## src/rtl/tmr_pkg.sv

```systemverilog
// tmr_pkg: voter mode encoding, replica indices and strike-counter width helper
// shared by tmr_degrade_voter and tmr_strike_ctr.
package tmr_pkg;
    typedef enum logic [1:0] {
        MODE_TMR    = 2'd0,
        MODE_DUPLEX = 2'd1,
        MODE_FAIL   = 2'd2
    } mode_t;
    localparam int REP_A = 0;
    localparam int REP_B = 1;
    localparam int REP_C = 2;
    function automatic int strike_w(input int smax);
        return $clog2(smax + 1);
    endfunction
endpackage

```

## src/rtl/tmr_strike_ctr.sv

```systemverilog
// tmr_strike_ctr: saturating consecutive-strike counter; o_hit flags the edge on which
// the count reaches MAX so the mode FSM can switch on that same edge.
module tmr_strike_ctr import tmr_pkg::*; #(
    parameter int MAX = 4,
    parameter int W   = strike_w(MAX)
) (
    input  logic clk,
    input  logic rst,
    input  logic i_inc,
    input  logic i_clr,
    input  logic i_freeze,
    output logic o_hit
);
    localparam logic [W-1:0] LIM = W'(MAX);
    logic [W-1:0] r_cnt;
    assign o_hit = i_inc & ~i_freeze & ~i_clr & (r_cnt >= LIM - 1'b1);
    always_ff @(posedge clk or posedge rst) begin
        if (rst)
            r_cnt <= '0;
        else if (i_clr)
            r_cnt <= '0;
        else if (!i_freeze)
            r_cnt <= !i_inc ? '0 : (r_cnt == LIM ? LIM : r_cnt + 1'b1);
    end
endmodule

```

## src/rtl/tmr_degrade_voter.sv

```systemverilog
// tmr_degrade_voter: registered bitwise TMR voter degrading TMR -> DUPLEX -> FAIL on persistent faults.
// Define TMR_FAULT_INJ_EN to let i_inj_a/b/c invert a replica before voting.
module tmr_degrade_voter import tmr_pkg::*; #(
    parameter int               WIDTH      = 8,
    parameter int               STRIKE_MAX = 4,
    parameter logic [WIDTH-1:0] RESET_VAL  = '0
) (
    input  logic             clk,
    input  logic             rst,
    input  logic [WIDTH-1:0] i_in_a,
    input  logic [WIDTH-1:0] i_in_b,
    input  logic [WIDTH-1:0] i_in_c,
    input  logic             i_inj_a,
    input  logic             i_inj_b,
    input  logic             i_inj_c,
    input  logic             i_clear_faults,
    output logic [WIDTH-1:0] o_vote_out,
    output logic             o_tmr_error,
    output logic [1:0]       o_mode,
    output logic [2:0]       o_excluded,
    output logic             o_fatal
);
    logic [WIDTH-1:0] w_ra, w_rb, w_rc, w_maj, w_p, w_q, w_vote_nxt, r_vote;
    logic [2:0]       w_dis, w_hit, w_inc, w_frz, w_excl_nxt, r_excl;
    logic             w_err_nxt, r_err;
    mode_t            r_mode, w_mode_nxt;
`ifdef TMR_FAULT_INJ_EN
    assign w_ra = i_in_a ^ {WIDTH{i_inj_a}};
    assign w_rb = i_in_b ^ {WIDTH{i_inj_b}};
    assign w_rc = i_in_c ^ {WIDTH{i_inj_c}};
`else
    logic w_unused_inj;
    assign w_unused_inj = i_inj_a ^ i_inj_b ^ i_inj_c;
    assign w_ra = i_in_a;
    assign w_rb = i_in_b;
    assign w_rc = i_in_c;
`endif
    assign w_maj = (w_ra & w_rb) | (w_ra & w_rc) | (w_rb & w_rc);
    assign w_dis = {w_rc != w_maj, w_rb != w_maj, w_ra != w_maj};
    assign w_inc = (r_mode == MODE_TMR) ? w_dis : 3'b000;
    assign w_frz = r_excl | {3{r_mode == MODE_FAIL}};
    for (genvar i = 0; i < 3; i++) begin : g_ctr
        tmr_strike_ctr #(.MAX(STRIKE_MAX)) u_ctr (
            .clk      (clk),
            .rst      (rst),
            .i_inc    (w_inc[i]),
            .i_clr    (i_clear_faults),
            .i_freeze (w_frz[i]),
            .o_hit    (w_hit[i])
        );
    end
    // The two surviving replicas in DUPLEX
    assign w_p = r_excl[REP_A] ? w_rb : w_ra;
    assign w_q = r_excl[REP_C] ? w_rb : w_rc;
    always_comb begin
        w_mode_nxt = r_mode;
        w_vote_nxt = r_vote;
        w_err_nxt  = 1'b1;
        w_excl_nxt = r_excl;
        if (i_clear_faults) begin
            w_mode_nxt = MODE_TMR;
            w_vote_nxt = w_maj;
            w_err_nxt  = 1'b0;
            w_excl_nxt = 3'b000;
        end else if (r_mode == MODE_TMR) begin
            w_vote_nxt = w_maj;
            w_err_nxt  = |w_dis;
            if (w_hit != 3'b000) begin
                w_mode_nxt = $onehot(w_hit) ? MODE_DUPLEX : MODE_FAIL;
                w_excl_nxt = $onehot(w_hit) ? w_hit : 3'b000;
            end
        end else if (r_mode == MODE_DUPLEX) begin
            w_vote_nxt = (w_p == w_q) ? w_p : r_vote;
            w_err_nxt  = w_p != w_q;
            w_mode_nxt = (w_p == w_q) ? MODE_DUPLEX : MODE_FAIL;
        end
    end
    always_ff @(posedge clk or posedge rst) begin
        if (rst) begin
            r_mode <= MODE_TMR;
            r_vote <= RESET_VAL;
            r_err  <= 1'b0;
            r_excl <= 3'b000;
        end else begin
            r_mode <= w_mode_nxt;
            r_vote <= w_vote_nxt;
            r_err  <= w_err_nxt;
            r_excl <= w_excl_nxt;
        end
    end
    assign o_vote_out  = r_vote;
    assign o_tmr_error = r_err;
    assign o_mode      = r_mode;
    assign o_excluded  = r_excl;
    assign o_fatal     = r_mode == MODE_FAIL;
endmodule

```

## config.mk

```make
export PLATFORM = sky130hd
export DESIGN_NAME = tmr_degrade_voter
export DESIGN_NICKNAME = d
export VERILOG_FILES = /design/src/rtl/tmr_pkg.sv /design/src/rtl/tmr_strike_ctr.sv /design/src/rtl/tmr_degrade_voter.sv
export SDC_FILE = /design/constraint.sdc
export NUM_CORES = 1
export LEC_CHECK = 0
export CAP_MARGIN = 40
export CORE_ASPECT_RATIO = 0.5
export CORE_MARGIN = 10
export CORE_UTILIZATION = 35
export CTS_CLUSTER_DIAMETER = 120
export DETAILED_ROUTE_END_ITERATION = 12
export DONT_BUFFER_PORTS = 1
export PLACE_DENSITY = 0.53
export SETUP_SLACK_MARGIN = 0.3
export SKIP_CTS_REPAIR_TIMING = 1
export SYNTH_ARGS = -nofsm -noshare
export SYNTH_HDL_FRONTEND = slang
export SYNTH_HIERARCHICAL = 1
export SYNTH_SLANG_ARGS = --single-unit
export TNS_END_PERCENT = 1
```

## constraint.sdc

```tcl
create_clock -name clk -period 2.41 [get_ports clk]
set_input_delay 0.482 -clock clk [delete_from_list [all_inputs] [get_ports clk]]
set_output_delay 0.482 -clock clk [all_outputs]
set_load 0.1 [all_outputs]
```

==> impl_metrics.env <==
export IMPL_wl_met3_um=300
export IMPL_drv_cap=0
export IMPL_syn_nets=326
export IMPL_cts_tree="done"
export IMPL_place_port_buffers=0
export IMPL_total_leakage_power_nw=1.24
export IMPL_cts_made_buffers=3
export IMPL_totalWireLength_mm=6.66
export IMPL_critPathKind="input pin to flip-flop"
export IMPL_dp_final_hpwl_mm=5.11
export IMPL_wire_length_of_the_first_global_routing_pass_mm=10.5
export IMPL_fillcell_total=618
export IMPL_sw_frac_of_total_pct=38.4
export IMPL_leading_post_synthesis_cells_by_cell_area="sky130_fd_sc_hd__dfrtp_1 (25%), sky130_fd_sc_hd__xnor2_1 (6.1%), sky130_fd_sc_hd__mux2i_1 (5.2%)"
export IMPL_cts_max_path_buffers=2
export IMPL_rsz0062_at_grt="true"
export IMPL_crit_required_ps=2570
export IMPL_drtIter0Drc=151
export IMPL_async_flop_share_pct=100
export IMPL_finalWorstSetupSlack_ps=-187
export IMPL_grt_ovfl_total=0
export IMPL_max_h_tree_level=1
export IMPL_vias_post_dr=2143
export IMPL_synthesis_area_mm2=0.00229
export IMPL_shortest_period_the_worst_path_allows_ps=2600
export IMPL_place_detailed_instances=400
export IMPL_final_min_period_over_clock_period_pct=108
export IMPL_sequential_share_of_power_pct=31.6
export IMPL_vias_per_cell=5.25
export IMPL_internal_power_w=0.000864
export IMPL_maxClockFrequency_mhz=385
export IMPL_synthDominantAreaCellType="sky130_fd_sc_hd__dfrtp_1"
export IMPL_first_global_vias=1970
export IMPL_top_signal_layer_used="met4"
export IMPL_core_area_mm2=0.00621
export IMPL_net_switching_power_w=0.000539
export IMPL_grt_total_usage_pct=12.1
export IMPL_power_frac_clock_pct=27.4
export IMPL_grt_start_max_net_pins=26
export IMPL_worst_voltage_drop_across_the_vdd_grid_mv=0.251
export IMPL_p_total_w=0.00140
export IMPL_drt_pass1_iter_count=4
export IMPL_post_route_util_pct=47.0
export IMPL_drc_errors=0
export IMPL_clkSlewWorstSetupHoldPaths_ps=70
export IMPL_initial_standard_cell_utilization_of_the_core_pct=36.9
export IMPL_antenna_left=0
export IMPL_clock_skew_ps=6.50
export IMPL_syn_mean_instance_area_um2=8.01
export IMPL_seq_area_frac_synth_pct=25.1
export IMPL_synth_seq_cells=23
export IMPL_violations_in_the_final_reports="setup timing"
export IMPL_synth_commonest_cells="sky130_fd_sc_hd__dfrtp_1 (23), sky130_fd_sc_hd__nor2_1 (23), sky130_fd_sc_hd__inv_1 (22), sky130_fd_sc_hd__nand2_1 (18), sky130_fd_sc_hd__xnor2_1 (16)"
export IMPL_power_combinational_fraction_pct=41.0
export IMPL_boundary_pin_count=45
export IMPL_timing_max_transition_violations_final=0
export IMPL_gp_congestion=0.837
export IMPL_die_area_mm2=0.0104
export IMPL_synth_top_area_share_pct=25.1
export IMPL_cp_end_kind="flip-flop"
export IMPL_p_per_area_mw_per_mm2=481
export IMPL_setup_violations_final=5
export IMPL_area_growth_pct=27.3
export IMPL_yosysWarnings=6
export IMPL_wl_met1_mm=3.18
export IMPL_cp_max_fo=7
export IMPL_buffer_cell_driving_the_clock_tree_root="sky130_fd_sc_hd__clkbuf_16"
export IMPL_critical_path_arrival_ps=2750
export IMPL_die_x_um=134
export IMPL_placement_rows=20
export IMPL_hold_violations=0
export IMPL_ys_flop_type="sky130_fd_sc_hd__dfrtp_1"
export IMPL_hp_class="input pin to asynchronous set/reset pin"
export IMPL_dp_slack_ps=-754
export IMPL_post_synthesis_cell_type_count=53
export IMPL_routed_wire_length_per_instance_um=16.3
export IMPL_final_nets=361
export IMPL_numClockSinks=23
export IMPL_antenna_cells_inserted=0
export IMPL_synth_enable_flop_cells=0
export IMPL_initial_antenna_violation_count=0
export IMPL_worstMarginPinSlew_ps=635
export IMPL_met2_wire_len_mm=3.12
export IMPL_post_route_cells_drive_above_1_share_pct=27.5
export IMPL_status="complete, but fails checks"
export IMPL_fin_cells=408
export IMPL_dieHeight_um=77.2
export IMPL_slew_limit_headroom_pct=57.5
export IMPL_clock_latency_ps=270
export IMPL_syn_inst=286
export IMPL_worst_setup_path_start_kind="input pin"
## path summary, 6_finish.rpt
check	from	endpoint	slack, ps	depth (start not counted)
worst max-delay path	i_in_c[2]	o_mode[0]	-190	12
worst min-delay path	rst	o_excluded[1]	180	1
worst max register to register	o_mode[0]	o_mode[0]	-10	10
worst min register to register	g_ctr[2].u_ctr/r_cnt[1]	g_ctr[2].u_ctr/r_cnt[1]	560	2
max in group asynchronous	rst	g_ctr[0].u_ctr/r_cnt[0]	1660	2
min in group clk	i_clear_faults	o_mode[1]	270	1
## layout make-up
cell class,instances,area (um^2),share of cell area (%)
Clock buffer,3,75.1,2.58
Clock inverter,1,5.00,0.172
Inverter,22,82.6,2.83
Multi-Input combinational cell,222,1680,57.7
Sequential cell,23,577,19.8
Tap cell,88,110,3.78
Timing Repair Buffer,49,383,13.1
## critical path, stage by stage
cell and delay [ps]:
sky130_fd_sc_hd__or3b_4 390, sky130_fd_sc_hd__o2111ai_4 100, sky130_fd_sc_hd__a2111oi_4 60, sky130_fd_sc_hd__a311oi_1 280
sky130_fd_sc_hd__buf_4 190, sky130_fd_sc_hd__nand2b_4 60, sky130_fd_sc_hd__nor3_4 200, sky130_fd_sc_hd__inv_2 60
sky130_fd_sc_hd__fa_1 510, sky130_fd_sc_hd__nand2b_4 150, sky130_fd_sc_hd__nor2_4 50, sky130_fd_sc_hd__a31o_2 220
## power groups by stage
stage                     logic (W)  clock network [W]  registers, W
after floorplan            0.000261                  0      0.000600
after global placement     0.000533                  0      0.000449
after detailed placement   0.000535                  0      0.000450
after CTS                  0.000537           0.000386      0.000443
after global routing       0.000618           0.000401      0.000448
final                      0.000576           0.000384      0.000443
## registers in the layout (all words and copies together) (netlist names)
signal,count
o_vote_out,8
o_tmr_error,1
o_excluded,3
o_mode,2
g_ctr.u_ctr/r_cnt,9
## cell usage in the layout, fill, tap and decap left out, drive strengths merged, types with 12 or more instances in the layout
cell type,Yosys,final
buf,4,48
dfrtp,23,23
nor2,23,23
inv,22,22
o21ai,22,22
nand2,18,18
xnor2,16,16
nand2b,14,14
a21oi,14,14
mux2i,12,12
## cell families (layout without fill, tap and decap cells)
group | Yosys count | after routing | synth area share, %
flip-flops | 23 | 23 | 25.1
multiplexers | 19 | 19 | 8.69
AND/OR/NAND/NOR | 103 | 103 | 24.8
XOR/XNOR | 18 | 18 | 6.89
buffers and inverters | 41 | 75 | 7.60
AO/OA/AOI/OAI | 72 | 72 | 21.1
adder cells (fa/ha/maj) | 10 | 10 | 5.79
## layer usage
layer	vias to the layer above	track usage (%)
met2	34	19.3
li1	1073	-
met4	0	3.02
met5	-	0
met3	7	2.86
met1	1029	15.9
## metrics by stage
stage / cell area, um^2 / hold WS, ps / setup TNS (ps)
final: 2910 / 180 / -803
after detailed placement: 2690 / 250 / -3600
after CTS: 2770 / -30.0 / -2300
after global routing: 2910 / 226 / -1310
after floorplan: 2340 / 236 / -2240
after global placement: 2690 / 242 / -3370
(Power assumes the default switching activity.)
